## src/rtl/e203_tb_irq_pkg.sv

```systemverilog
// e203_tb_irq_pkg: shared types, default PCs and LFSR helpers for the interrupt injector
package e203_tb_irq_pkg;
  typedef enum logic [1:0] {IDLE, WAIT, ASSERT, DONE} chan_st_e;
  localparam logic [31:0] DEF_ARM_PC    = 32'h8000015C;
  localparam logic [31:0] DEF_TOHOST_PC = 32'h80000086;
  localparam logic [31:0] DEF_EXT_ACK   = 32'h800000A6;
  localparam logic [31:0] DEF_SFT_ACK   = 32'h800000BE;
  localparam logic [31:0] DEF_TMR_ACK   = 32'h800000D6;
  localparam logic [15:0] LFSR_TAPS     = 16'hB400;
  // An all-zero LFSR would lock up, so a zero seed is replaced.
  function automatic logic [15:0] fix_seed(input logic [15:0] s);
    return (s == 16'h0) ? 16'h0001 : s;
  endfunction
endpackage

```

## src/rtl/e203_irq_inj_chan.sv

```systemverilog
// e203_irq_inj_chan: one interrupt channel with LFSR gap, gap counter, FSM and ack counter
module e203_irq_inj_chan
  import e203_tb_irq_pkg::*;
#(
  parameter int unsigned        PC_W   = 32,
  parameter logic [PC_W-1:0]    ACK_PC = DEF_EXT_ACK,
  parameter logic [15:0]        SEED   = 16'hACE1,
  parameter int unsigned        GAP_W  = 10
) (
  input  logic            hfclk,
  input  logic            rst_n,
  input  logic            en,
  input  logic            armed,
  input  logic            stopped,
  input  logic            cmt_valid,
  input  logic [PC_W-1:0] cmt_pc,
  output logic            irq,
  output logic [15:0]     inj_cnt
);
  localparam logic [15:0] SEED_FIX = fix_seed(SEED);
  chan_st_e         st_q, st_d;
  logic [GAP_W:0]   cnt_q, cnt_d, gap;
  logic [15:0]      lfsr_q, lfsr_d, inj_cnt_q, inj_cnt_d;
  logic             hit, load;
  always_comb begin
    hit       = cmt_valid & (cmt_pc == ACK_PC);
    gap       = {1'b0, lfsr_q[GAP_W-1:0]} + (GAP_W+1)'(1);
    st_d      = st_q;
    cnt_d     = cnt_q;
    lfsr_d    = lfsr_q;
    inj_cnt_d = inj_cnt_q;
    load      = 1'b0;
    if (st_q != DONE && !en) st_d = IDLE;
    else case (st_q)
      IDLE: load = armed & ~stopped;
      WAIT: begin
        if (stopped) st_d = DONE;
        else if (cnt_q == (GAP_W+1)'(1)) st_d = ASSERT;
        else cnt_d = cnt_q - (GAP_W+1)'(1);
      end
      ASSERT: if (hit) begin
        inj_cnt_d = inj_cnt_q + {15'b0, inj_cnt_q != 16'hFFFF};
        if (stopped) st_d = DONE;
        else load = 1'b1;
      end
      default: ;
    endcase
    // Gap uses the pre-advance LFSR value; the LFSR steps once per load.
    if (load) begin
      st_d   = WAIT;
      cnt_d  = gap;
      lfsr_d = (lfsr_q >> 1) ^ (lfsr_q[0] ? LFSR_TAPS : 16'h0);
    end
  end
  always_ff @(posedge hfclk or negedge rst_n) begin
    if (!rst_n) begin
      st_q      <= IDLE;
      cnt_q     <= '0;
      lfsr_q    <= SEED_FIX;
      inj_cnt_q <= '0;
    end else begin
      st_q      <= st_d;
      cnt_q     <= cnt_d;
      lfsr_q    <= lfsr_d;
      inj_cnt_q <= inj_cnt_d;
    end
  end
  assign irq     = (st_q == ASSERT);
  assign inj_cnt = inj_cnt_q;
endmodule

```

## src/rtl/e203_irq_injector.sv

```systemverilog
// e203_irq_injector: pseudo-random ext/sft/tmr interrupt stimulus driven by the commit stream
module e203_irq_injector
  import e203_tb_irq_pkg::*;
#(
  parameter int unsigned     PC_W       = 32,
  parameter logic [PC_W-1:0] ARM_PC     = DEF_ARM_PC,
  parameter logic [PC_W-1:0] TOHOST_PC  = DEF_TOHOST_PC,
  parameter logic [PC_W-1:0] EXT_ACK_PC = DEF_EXT_ACK,
  parameter logic [PC_W-1:0] SFT_ACK_PC = DEF_SFT_ACK,
  parameter logic [PC_W-1:0] TMR_ACK_PC = DEF_TMR_ACK,
  parameter logic [31:0]     STOP_CNT   = 32,
  parameter int unsigned     GAP_W      = 10,
  parameter logic [15:0]     SEED_EXT   = 16'hACE1,
  parameter logic [15:0]     SEED_SFT   = 16'h1D2B,
  parameter logic [15:0]     SEED_TMR   = 16'h7F31
) (
  input  logic            hfclk,
  input  logic            rst_n,
  input  logic            en,
  input  logic            cmt_valid,
  input  logic [PC_W-1:0] cmt_pc,
  output logic            ext_irq,
  output logic            sft_irq,
  output logic            tmr_irq,
  output logic            armed,
  output logic            stopped,
  output logic [31:0]     tohost_cnt,
  output logic [15:0]     inj_cnt_ext,
  output logic [15:0]     inj_cnt_sft,
  output logic [15:0]     inj_cnt_tmr
);
  logic        armed_q, armed_d, stopped_q, stopped_d, arm_hit, toh_hit;
  logic [31:0] tohost_cnt_q, tohost_cnt_d;
  always_comb begin
    arm_hit      = cmt_valid & (cmt_pc == ARM_PC);
    toh_hit      = cmt_valid & (cmt_pc == TOHOST_PC);
    armed_d      = armed_q | arm_hit;
    tohost_cnt_d = tohost_cnt_q + {31'b0, toh_hit & (tohost_cnt_q != 32'hFFFF_FFFF)};
    stopped_d    = tohost_cnt_q > STOP_CNT;
  end
  always_ff @(posedge hfclk or negedge rst_n) begin
    if (!rst_n) begin
      armed_q      <= 1'b0;
      stopped_q    <= 1'b0;
      tohost_cnt_q <= '0;
    end else begin
      armed_q      <= armed_d;
      stopped_q    <= stopped_d;
      tohost_cnt_q <= tohost_cnt_d;
    end
  end
  assign armed      = armed_q;
  assign stopped    = stopped_q;
  assign tohost_cnt = tohost_cnt_q;
  e203_irq_inj_chan #(.PC_W(PC_W), .ACK_PC(EXT_ACK_PC), .SEED(SEED_EXT), .GAP_W(GAP_W)) u_ext (
    .hfclk(hfclk), .rst_n(rst_n), .en(en), .armed(armed_q), .stopped(stopped_q),
    .cmt_valid(cmt_valid), .cmt_pc(cmt_pc), .irq(ext_irq), .inj_cnt(inj_cnt_ext));
  e203_irq_inj_chan #(.PC_W(PC_W), .ACK_PC(SFT_ACK_PC), .SEED(SEED_SFT), .GAP_W(GAP_W)) u_sft (
    .hfclk(hfclk), .rst_n(rst_n), .en(en), .armed(armed_q), .stopped(stopped_q),
    .cmt_valid(cmt_valid), .cmt_pc(cmt_pc), .irq(sft_irq), .inj_cnt(inj_cnt_sft));
  e203_irq_inj_chan #(.PC_W(PC_W), .ACK_PC(TMR_ACK_PC), .SEED(SEED_TMR), .GAP_W(GAP_W)) u_tmr (
    .hfclk(hfclk), .rst_n(rst_n), .en(en), .armed(armed_q), .stopped(stopped_q),
    .cmt_valid(cmt_valid), .cmt_pc(cmt_pc), .irq(tmr_irq), .inj_cnt(inj_cnt_tmr));
endmodule

```

## config.mk

```make
export PLATFORM = sky130hd
export DESIGN_NAME = e203_irq_injector
export DESIGN_NICKNAME = d
export VERILOG_FILES = /design/src/rtl/e203_tb_irq_pkg.sv /design/src/rtl/e203_irq_inj_chan.sv /design/src/rtl/e203_irq_injector.sv
export SDC_FILE = /design/constraint.sdc
export NUM_CORES = 1
export LEC_CHECK = 0
export CELL_PAD_IN_SITES_DETAIL_PLACEMENT = 1
export CELL_PAD_IN_SITES_GLOBAL_PLACEMENT = 2
export CORE_AREA = 2 2 155 157
export CTS_CLUSTER_SIZE = 16
export DETAILED_ROUTE_END_ITERATION = 10
export DIE_AREA = 0 0 157 159
export PLACE_DENSITY = 0.9
export SLEW_MARGIN = 10
export SYNTH_ARGS = -nofsm -noshare
export SYNTH_HDL_FRONTEND = slang
export SYNTH_SLANG_ARGS = --single-unit
```

## constraint.sdc

```tcl
create_clock -name hfclk -period 6 [get_ports hfclk]
set_input_delay 0.9 -clock hfclk [delete_from_list [all_inputs] [get_ports hfclk]]
set_output_delay 0.9 -clock hfclk [all_outputs]
set_load 0.01 [all_outputs]
```

==> qor.yml <==
layout:
  multi_input_area_mm2: 0.004443
  drive_above_1_share: 0.1355
  seq_area_mm2: 0.004262
  fillers: 2553
  mostFrequentLayoutCell: "dfrtp_1"
  final_cell_mix: "dfrtp_1, clkdlybuf4s50_1, xnor2_1, nand2_1, nand3_1"
  syn2layout_area_growth_pct: 23.93
  diodes: 0
  layout.nets: 1014
  final_cell_area_mm2: 0.01103
min_path:
  hp-class: "primary input to asynchronous set/reset pin"
route:
  routedWlPerCell_um: 18.02
  wirelength_um: 23300
  routed-via-count: 6943
  drt_iter0_markers: 366
  drc: 0
  routed_via_density: 5.370
  ant_nets: 0
  dr.pass1.iters: 4
critical_path:
  end_kind: "flip-flop"
  cpPeakStageDelay_ns: 0.62
  path_cells: "clkdlybuf4s50_1 > nor4_1 > and3_1 > nand2_1 > a211oi_1 > ha_1 > ha_1 > nand3_1 > or3_1 > nand2b_1 > xnor2_1"
  critPathRequiredTime_ns: 6.33
  ff2ff_setup_slack_ns: 2.91
  critPathArrivalTime_ns: 4.59
  cp_top_family: "simple AND/OR/NAND/NOR gates"
  critical_path_peak_fanout: 15
  crit_path_start_kind: "primary input"
  crit_type: "primary input to flip-flop"
  r2r_cells: 11
  slowest_stage: "nor4_1"
  timing.critical_path.buf_inv: 1
  crit_top_cell: "ha_1"
  r2r_end: "tohost_cnt[16]"
  rr_startpoint: "tohost_cnt[10]"
global_routing:
  met1_usage: 0.2537
  overflow: 0
  grt_max_degree: 81
  grtUsageTotal: 0.1931
  grt_pass1_vias: 7392
  met3_usage: 0.04273
  grt.busiest_layer: "met2"
  grt_pass1_wl_um: 38780
  grt_use_met2: 0.3226
  grt_antenna_before_repair: 1
sta:
  period_needed_ns: 4.258
  finalCritPeriodShare: 0.7097
  skew_ns: 0.01082
  tns_ns: 0
  maxSlewHeadroom: 0.2650
  tightest_slew_ns: 1.098
  fmax_ghz: 0.2349
  rsz0062_at_grt: "no"
  finalHoldViolations: 0
  slew_violations: 0
  setup_viol: 0
clock_network:
  cts_made_buffers: 17
  insertion_delay_ns: 0.44
  postCtsSetupRepairBufs: 0
  htree_levels: 4
  clock_sinks: 169
  clk_path_buf_depth: 2
  clkTransAtPathRegs_ns: 0.08
  cts_resized: 0
  cts-root-buf: "clkbuf_16"
  cts_hold_buf: 0
  cts_tree: "done"
die:
  dieArea_mm2: 0.02496
  initial_core_util: 0.3839
  core_area_mm2: 0.02319
  die_w_um: 157
  io_pins: 121
  die_y_um: 159
  num_rows: 56
synthesis:
  async_reset_ff_frac: 1.000
  ys_warn_count: 0
  ys_seq_area_frac: 0.4786
  netlist.area_leader.share: 0.4019
  synth_edf_count: 0
  netlist_area_mm2: 0.008904
  syn_inst: 840
  ys_ff_latch: 169
  syn_nets: 893
  ys.flop_type: "dfrtp_1"
  avgSynthCellArea_um2: 10.60
  synth.distinct_cells: 64
  synthTopCellsByArea: "dfrtp_1, dfstp_2, xnor2_1, mux2_2, xor2_1"
  synth_largest_area_cell: "dfrtp_1"
power_and_ir_drop:
  sw_frac_of_total: 0.2681
  combPwrFrac: 0.062
  leakagePower_nw: 4.769
  sequentialPowerShare: 0.489
  internal_power_mw: 1.775
  ir_drop_uv: 133.3
  pwr_density_cell_mw_per_mm2: 219.8
  p_clk_frac: 0.449
  p_sw_uw: 650.3
placement:
  hpwlAfterDp_um: 16520
  place_congestion: 0.8271
  place_area_mm2: 0.01045
  io_buffers: 120
outcome:
  status: "finished clean"
job:
  drv_cap: 0
## state kept, by name (all words and copies together) (netlist names), 11 cells and up
name / count
tohost_cnt: 32
u_ext.inj_cnt: 16
u_sft.inj_cnt: 16
u_ext.lfsr_q: 16
u_sft.lfsr_q: 16
u_tmr.cnt_q: 11
u_tmr.inj_cnt: 16
u_ext.cnt_q: 11
u_sft.cnt_q: 11
u_tmr.lfsr_q: 16
## Yosys cell counts (5+ instances only)
cell type	count
nand2_1	57
and4_1	6
dfrtp_1	143
ha_1	17
nand4_1	36
nor2b_1	5
dfstp_2	26
nor3_1	25
nor4_1	35
clkbuf_1	19
mux2i_1	21
nor2_1	48
or4_1	6
a211oi_1	6
buf_2	5
and3_1	20
inv_1	23
or2_2	7
and2_1	7
mux2_2	47
o21ai_0	22
xnor2_1	73
nand3_1	52
or3_1	6
a21oi_1	10
nor3b_1	5
nand2b_1	7
xor2_1	49
## kinds of logic after synthesis
family	after synthesis	share of synthesized area
AOI/OAI and AO/OA	71	0.05636
muxes	69	0.08474
xor gates and xnor gates	122	0.1200
DFF	169	0.4786
buffers and inverters	49	0.02347
adders and majority gates	17	0.02389
and+or+nand+nor	343	0.2129
## layout make-up
| type | count | share of cell area |
|---|---|---|
| Multi-Input combinational cell | 622 | 0.4027 |
| Sequential cell | 169 | 0.3862 |
| Timing Repair Buffer | 128 | 0.1144 |
| Clock buffer | 17 | 0.03855 |
| Tap cell | 319 | 0.03617 |
| Clock inverter | 15 | 0.01417 |
| Inverter | 23 | 0.007824 |
## worst max-delay path by stage
stage	start	end	slack, ns	cells after the start
after floorplan	cmt_pc[19]	tohost_cnt[16]	2.43	11
after global placement	cmt_pc[31]	tohost_cnt[16]	1.49	11
after detailed placement	cmt_pc[19]	tohost_cnt[17]	1.35	10
after CTS	cmt_pc[19]	tohost_cnt[17]	1.80	10
after global routing	cmt_pc[19]	tohost_cnt[13]	1.47	10
final	cmt_pc[19]	tohost_cnt[16]	1.74	11
## power groups by stage
stage / clock, mW / sequential [mW] / combinational [mW]
after global routing: 1.16 / 1.19 / 0.166
after detailed placement: 0 / 1.21 / 0.152
after CTS: 1.12 / 1.19 / 0.153
after global placement: 0 / 1.21 / 0.148
final: 1.09 / 1.19 / 0.151
after floorplan: 0 / 1.18 / 0.0869
## through the flow
step	hold WS [ns]	setup WS [ns]	util	power (mW)	std cells
5_1_grt	0.5202	1.473	0.4758	2.514	1293
3_3_place_gp	0.4815	1.490	0.4507	1.355	1261
3_5_place_dp	0.4814	1.346	0.4507	1.360	1261
6_report	0.4891	1.742	0.4758	2.426	1293
4_1_cts	0.4978	1.802	0.4758	2.454	1293
2_1_floorplan	0.4683	2.432	-	1.271	840
## routing by layer
layer / share of wire / vias to the layer above
li1: - / 3272
met1: 0.45 / 3526
met2: 0.49 / 120
met3: 0.044 / 23
met4: 0.013 / 2
met5: 0.00060 / -
Note: power is estimated with default switching activity, not from simulation.
